===== config.mk =====
export PLATFORM = sky130hd
export DESIGN_NAME = rf_write_arbiter
export DESIGN_NICKNAME = d
export VERILOG_FILES = /design/src/rtl/rf_write_arbiter.sv
export SDC_FILE = /design/constraint.sdc
export NUM_CORES = 1
export LEC_CHECK = 0
export ABC_AREA = 1
export BUFFER_PORTS_ARGS = -buffer_cell sky130_fd_sc_hd__buf_4
export CAP_MARGIN = 20
export CORE_MARGIN = 1
export CORE_UTILIZATION = 55
export CTS_CLUSTER_SIZE = 14
export DETAILED_ROUTE_END_ITERATION = 16
export PLACE_DENSITY = 0.8
export SYNTH_ARGS = -nofsm -noshare
export SYNTH_HDL_FRONTEND = slang
export SYNTH_SLANG_ARGS = --single-unit

===== constraint.sdc =====
create_clock -name clk -period 3.6 [get_ports clk]
set_input_delay 0.36 -clock clk [delete_from_list [all_inputs] [get_ports clk]]
set_output_delay 0.36 -clock clk [all_outputs]
set_load 0.01 [all_outputs]

===== src/rtl/rf_write_arbiter.sv =====
// Register-file writeback arbiter: picks one of two writeback requesters per
// cycle, registers the winning write onto the register-file write port, and
// keeps a per-register pending scoreboard for source-operand hazard checks.
module rf_write_arbiter (
  input  logic        clk,
  input  logic        rst,
  // requester A (ALU path)
  input  logic        a_valid,
  input  logic [4:0]  a_rd,
  input  logic [31:0] a_data,
  output logic        a_ready,
  // requester B (load / multi-cycle path)
  input  logic        b_valid,
  input  logic [4:0]  b_rd,
  input  logic [31:0] b_data,
  output logic        b_ready,
  // destination reservation from issue
  input  logic        rsv_valid,
  input  logic [4:0]  rsv_rd,
  // source hazard lookup
  input  logic [4:0]  rs1,
  input  logic [4:0]  rs2,
  output logic        rs1_busy,
  output logic        rs2_busy,
  // register-file write port
  output logic        rf_we,
  output logic [4:0]  rf_wr,
  output logic [31:0] rf_d,
  // sticky scoreboard protocol error
  output logic        sb_err
);

  localparam int unsigned DATA_W   = 32;
  localparam int unsigned IDX_W    = 5;
  localparam int unsigned NUM_REGS = 32;

  typedef enum logic {
    PRI_A = 1'b0,
    PRI_B = 1'b1
  } pri_e;

  typedef struct packed {
    logic [IDX_W-1:0]  rd;
    logic [DATA_W-1:0] data;
  } wb_req_t;

  pri_e                  pri_q, pri_d;
  logic [NUM_REGS-1:1]   pend_q, pend_d;
  logic [NUM_REGS-1:0]   pend_full;
  logic [NUM_REGS-1:0]   pend_nxt_full;
  wb_req_t               sel;
  logic                  xfer;
  logic                  wr_en_d;
  logic                  rsv_set;
  logic                  rsv_clr_same;
  logic                  err_commit;
  logic                  err_double;
  logic                  err_d;

  // Bit 0 is tied low so index 0 reads as never pending.
  assign pend_full = {pend_q, 1'b0};

  // Combinational grant: a lone requester always wins, contention uses pri.
  always_comb begin
    a_ready = 1'b0;
    b_ready = 1'b0;
    if (a_valid && b_valid) begin
      if (pri_q == PRI_A) begin
        a_ready = 1'b1;
      end else begin
        b_ready = 1'b1;
      end
    end else begin
      a_ready = a_valid;
      b_ready = b_valid;
    end
  end

  // Select the transferring request; writes to x0 are accepted but dropped.
  always_comb begin
    sel     = '0;
    xfer    = 1'b0;
    if (a_valid && a_ready) begin
      xfer     = 1'b1;
      sel.rd   = a_rd;
      sel.data = a_data;
    end else if (b_valid && b_ready) begin
      xfer     = 1'b1;
      sel.rd   = b_rd;
      sel.data = b_data;
    end
    wr_en_d = xfer && (sel.rd != '0);
  end

  // Priority flips to the loser only when both requesters competed.
  always_comb begin
    pri_d = pri_q;
    if (a_valid && b_valid) begin
      pri_d = (pri_q == PRI_A) ? PRI_B : PRI_A;
    end
  end

  // Scoreboard update (commit clears, reservation sets, set wins) and error detection.
  always_comb begin
    rsv_set       = rsv_valid && (rsv_rd != '0);
    rsv_clr_same  = rf_we && (rf_wr == rsv_rd);
    pend_nxt_full = pend_full;
    if (rf_we) begin
      pend_nxt_full[rf_wr] = 1'b0;
    end
    if (rsv_set) begin
      pend_nxt_full[rsv_rd] = 1'b1;
    end
    pend_d     = pend_nxt_full[NUM_REGS-1:1];
    err_commit = rf_we && !pend_full[rf_wr];
    err_double = rsv_set && pend_full[rsv_rd] && !rsv_clr_same;
    err_d      = sb_err || err_commit || err_double;
  end

  // Source busy lookup; a commit this cycle is already visible in the register file.
  always_comb begin
    rs1_busy = pend_full[rs1] && !(rf_we && (rf_wr == rs1));
    rs2_busy = pend_full[rs2] && !(rf_we && (rf_wr == rs2));
  end

  // State registers: write port, scoreboard, priority pointer, sticky error.
  always_ff @(posedge clk or posedge rst) begin
    if (rst) begin
      rf_we  <= 1'b0;
      rf_wr  <= '0;
      rf_d   <= '0;
      pend_q <= '0;
      pri_q  <= PRI_A;
      sb_err <= 1'b0;
    end else begin
      rf_we  <= wr_en_d;
      if (wr_en_d) begin
        rf_wr <= sel.rd;
        rf_d  <= sel.data;
      end
      pend_q <= pend_d;
      pri_q  <= pri_d;
      sb_err <= err_d;
    end
  end

endmodule


==> metrics.txt <==
RSZ-0062 raised after global routing false; global-route wire length before repair ~26000 um; I/O pin cnt about 140; Tot Pwr 3790 uW; DP Area 6280 um^2; Comb pwr share between 40% and 50%; CP endpoint rs1_busy; syn_nets slightly below 900; Synth cell types 25; CP Capture Type output port; CTS H-tree lvls 3; Post-Route Utilization 70.1%; pin count of the biggest net entering global routing about 50; Mapped Cells between 700 and 800; Max Cap Violations 0; Final Max Tran Viols 0; Mapped Area 5280 um^2; Leak 0.00351 uW; outcome completed; Hold Crit Class in -> reg; gpl congestion 0.952; clock transition at the registers of the reported paths around 0.080 ns; worst-skew pair later-pin latency 0.35 ns; Starting Density 56.9%; crit path launch rf_wr[0]; Rows 35; Slew @ Worst Pin 0.729 ns; clock share of power 17.4%; number of nets with antenna violations after routing 0; Crit Path Category reg -> out; Tcrit/Tclk final 70.7%; relative slew slack 51.4%; WHS 0.251 ns; n_diodes 0; Overflow after GRT 0; CTS Buffer Depth 2; Die Y between 90 and 100 um; f_max 0.393 GHz; Sw Ratio 44.2%; I/O Buffers 136; area grow syn2layout 23.3%; YS warnings 0; FF-to-FF path depth 10; Fin. Hold Viols 0; maximum vdd ir drop about 0.31 mV; Psw 1670 uW; post-route setup TNS 0 ns; Seq pwr share 38.5%; via count approximately 5600; Detailed Place HPWL 11700 um; CP peak stage delay 0.81 ns; reg-to-reg startpoint pri_q; Pint 2110 uW; Synth Area per Inst 6.75 um^2; Root Driver clkbuf_8; Die X 100 um; WL final 15900 um; vias in the first global route ~5400; worst path arrival time 2.18 ns; final setup violation count 0; critical path buffer and inverter count 2; fraction of the yosys area taken by sequential cells 33.7%; initial antenna violation count 0; Worst EP required ~3.2 ns; Starting DRT DRC Count 412; via-per-instance ratio 5.46; post-route cell area around 6500 um^2; slowest CP cell dfrtp_1; CTS buffer count 9; Layout Skew roughly 0.018 ns; Initial DRT Pass Iterations 5; share of post-route cells with drive strength above 1 27.0%; CTS tree yes; Startpoint Class flip-flop; Reg2Reg Capture Point rf_d[14]; CTS sink count 71; Layout Nets 993; worst-path fanout max 21; flop-to-flop setup slack 1.23 ns; post-synthesis register bit count between 70 and 80; post-cts sizing count 0; die area 9990 um^2; core area 9280 um^2; stages on the worst setup path 7; DRC Markers 0; delay-heaviest family, CP flip-flops; crit path time final 2.54 ns; global-route usage over all layers between 30% and 40%; routed len/inst between 15 and 20 um; cell chain of the critical path inv_2, o22ai_1, a21oi_1, nand3_1, nand2_1, nor2_1, buf_4; PD cells 582 nW/um^2
==> worst min-delay path by stage <==
stage,from,end,slack [ns],cells after the start
finish,b_rd[2],rf_wr[2],0.25,3
global route,b_rd[2],rf_wr[2],0.25,3
CTS,b_rd[2],rf_wr[2],0.24,3
detailed placement,sb_err,sb_err,0.48,2
global placement,sb_err,sb_err,0.47,2
floorplan,pri_q,pri_q,0.47,1
==> stage by stage <==
stage                     worst slack (ns)  cells
after floorplan                       1.44    782
after global placement                1.31   1015
after detailed placement              1.18   1015
after CTS                             1.12   1031
after global routing                 0.910   1033
final                                 1.06   1033
==> synthesized netlist by cell type (all sizes together) <==
library cell    n  area share, %
buf            23            3.2
o211ai         14            2.0
a21boi         32            4.6
nor3           19            1.8
nor2           21            1.8
inv           125            8.9
nand3          56            5.5
nand2         288             23
o21ai         100             12
xor2            5           0.83
xnor2           1           0.17
o22ai           6           0.71
a21oi           4           0.38
clkbuf         12           0.85
a22oi           1           0.40
dfrtp          71             34
o21bai          4           0.85
==> worst reg2reg max path, delay by kind of cell, from the launching register on <==
family | cells | cell delay [ns]
AOI/OAI and AO/OA | 1 | 0.06
buffers and inverters | 2 | 0.81
DFF | 1 | 0.42
and+or+nand+nor | 7 | 1.02
==> routing by layer <==
metal / share of wire, % / vias to the layer above / GRT usage [%]
li1: - / 2695 / -
met1: 39 / 2558 / 40.8
met2: 48 / 331 / 55.4
met3: 9.4 / 60 / 5.64
met4: 3.7 / 0 / 17.7
met5: 0 / - / 0
==> placed cells by master, fill, tap and decap left out, drive strengths merged <==
master | synthesis | layout
xnor2 | 1 | 1
dlygate4sd3 | 0 | 1
nor3 | 19 | 19
bufinv | 0 | 1
clkinv | 0 | 4
buf | 23 | 140
o21ai | 100 | 100
dfrtp | 71 | 71
inv | 125 | 125
clkbuf | 12 | 11
o211ai | 14 | 14
o22ai | 6 | 6
nand2 | 288 | 288
nand3 | 56 | 56
a21oi | 4 | 4
xor2 | 5 | 5
a21boi | 32 | 32
a22oi | 1 | 1
nor2 | 21 | 21
o21bai | 4 | 4
==> power groups by stage <==
stage	Clock [uW]	Combinational, uW	Sequential [uW]
after floorplan	0	1140	1350
after global placement	0	1600	1430
after detailed placement	0	1650	1440
after CTS	663	1660	1440
after global routing	694	1880	1480
final	658	1670	1460
==> final cells by class <==
cell class,instances,area [um^2]
Multi-Input combinational cell,551,2820
Fill cell,777,2780
Clock buffer,11,141
Tap cell,129,161
Sequential cell,71,1780
Inverter,125,469
Timing Repair Buffer,141,1090
Clock inverter,5,57.6
==> cells by family after synthesis <==
| kind of cell | count (synthesis) | synth area share [%] |
|---|---|---|
| flops | 71 | 33.7 |
| xor+xnor | 6 | 0.995 |
| buf+inv | 160 | 13.0 |
| compound gates | 161 | 20.7 |
| simple gates | 384 | 31.6 |
==> what timing repair did <==
item,in CTS,in global routing
setup buffers,0,0
hold buffers,0,1
setup endpoints to repair,0,0
endpoints found under the hold margin,0,6
==> registers in the layout, indices dropped and copies added, names as in the netlist <==
name    cells
pri_q       1
pend_q     31
rf_d       32
rf_we       1
sb_err      1
rf_wr       5
No activity file was read; power rests on OpenSTA's default activity.
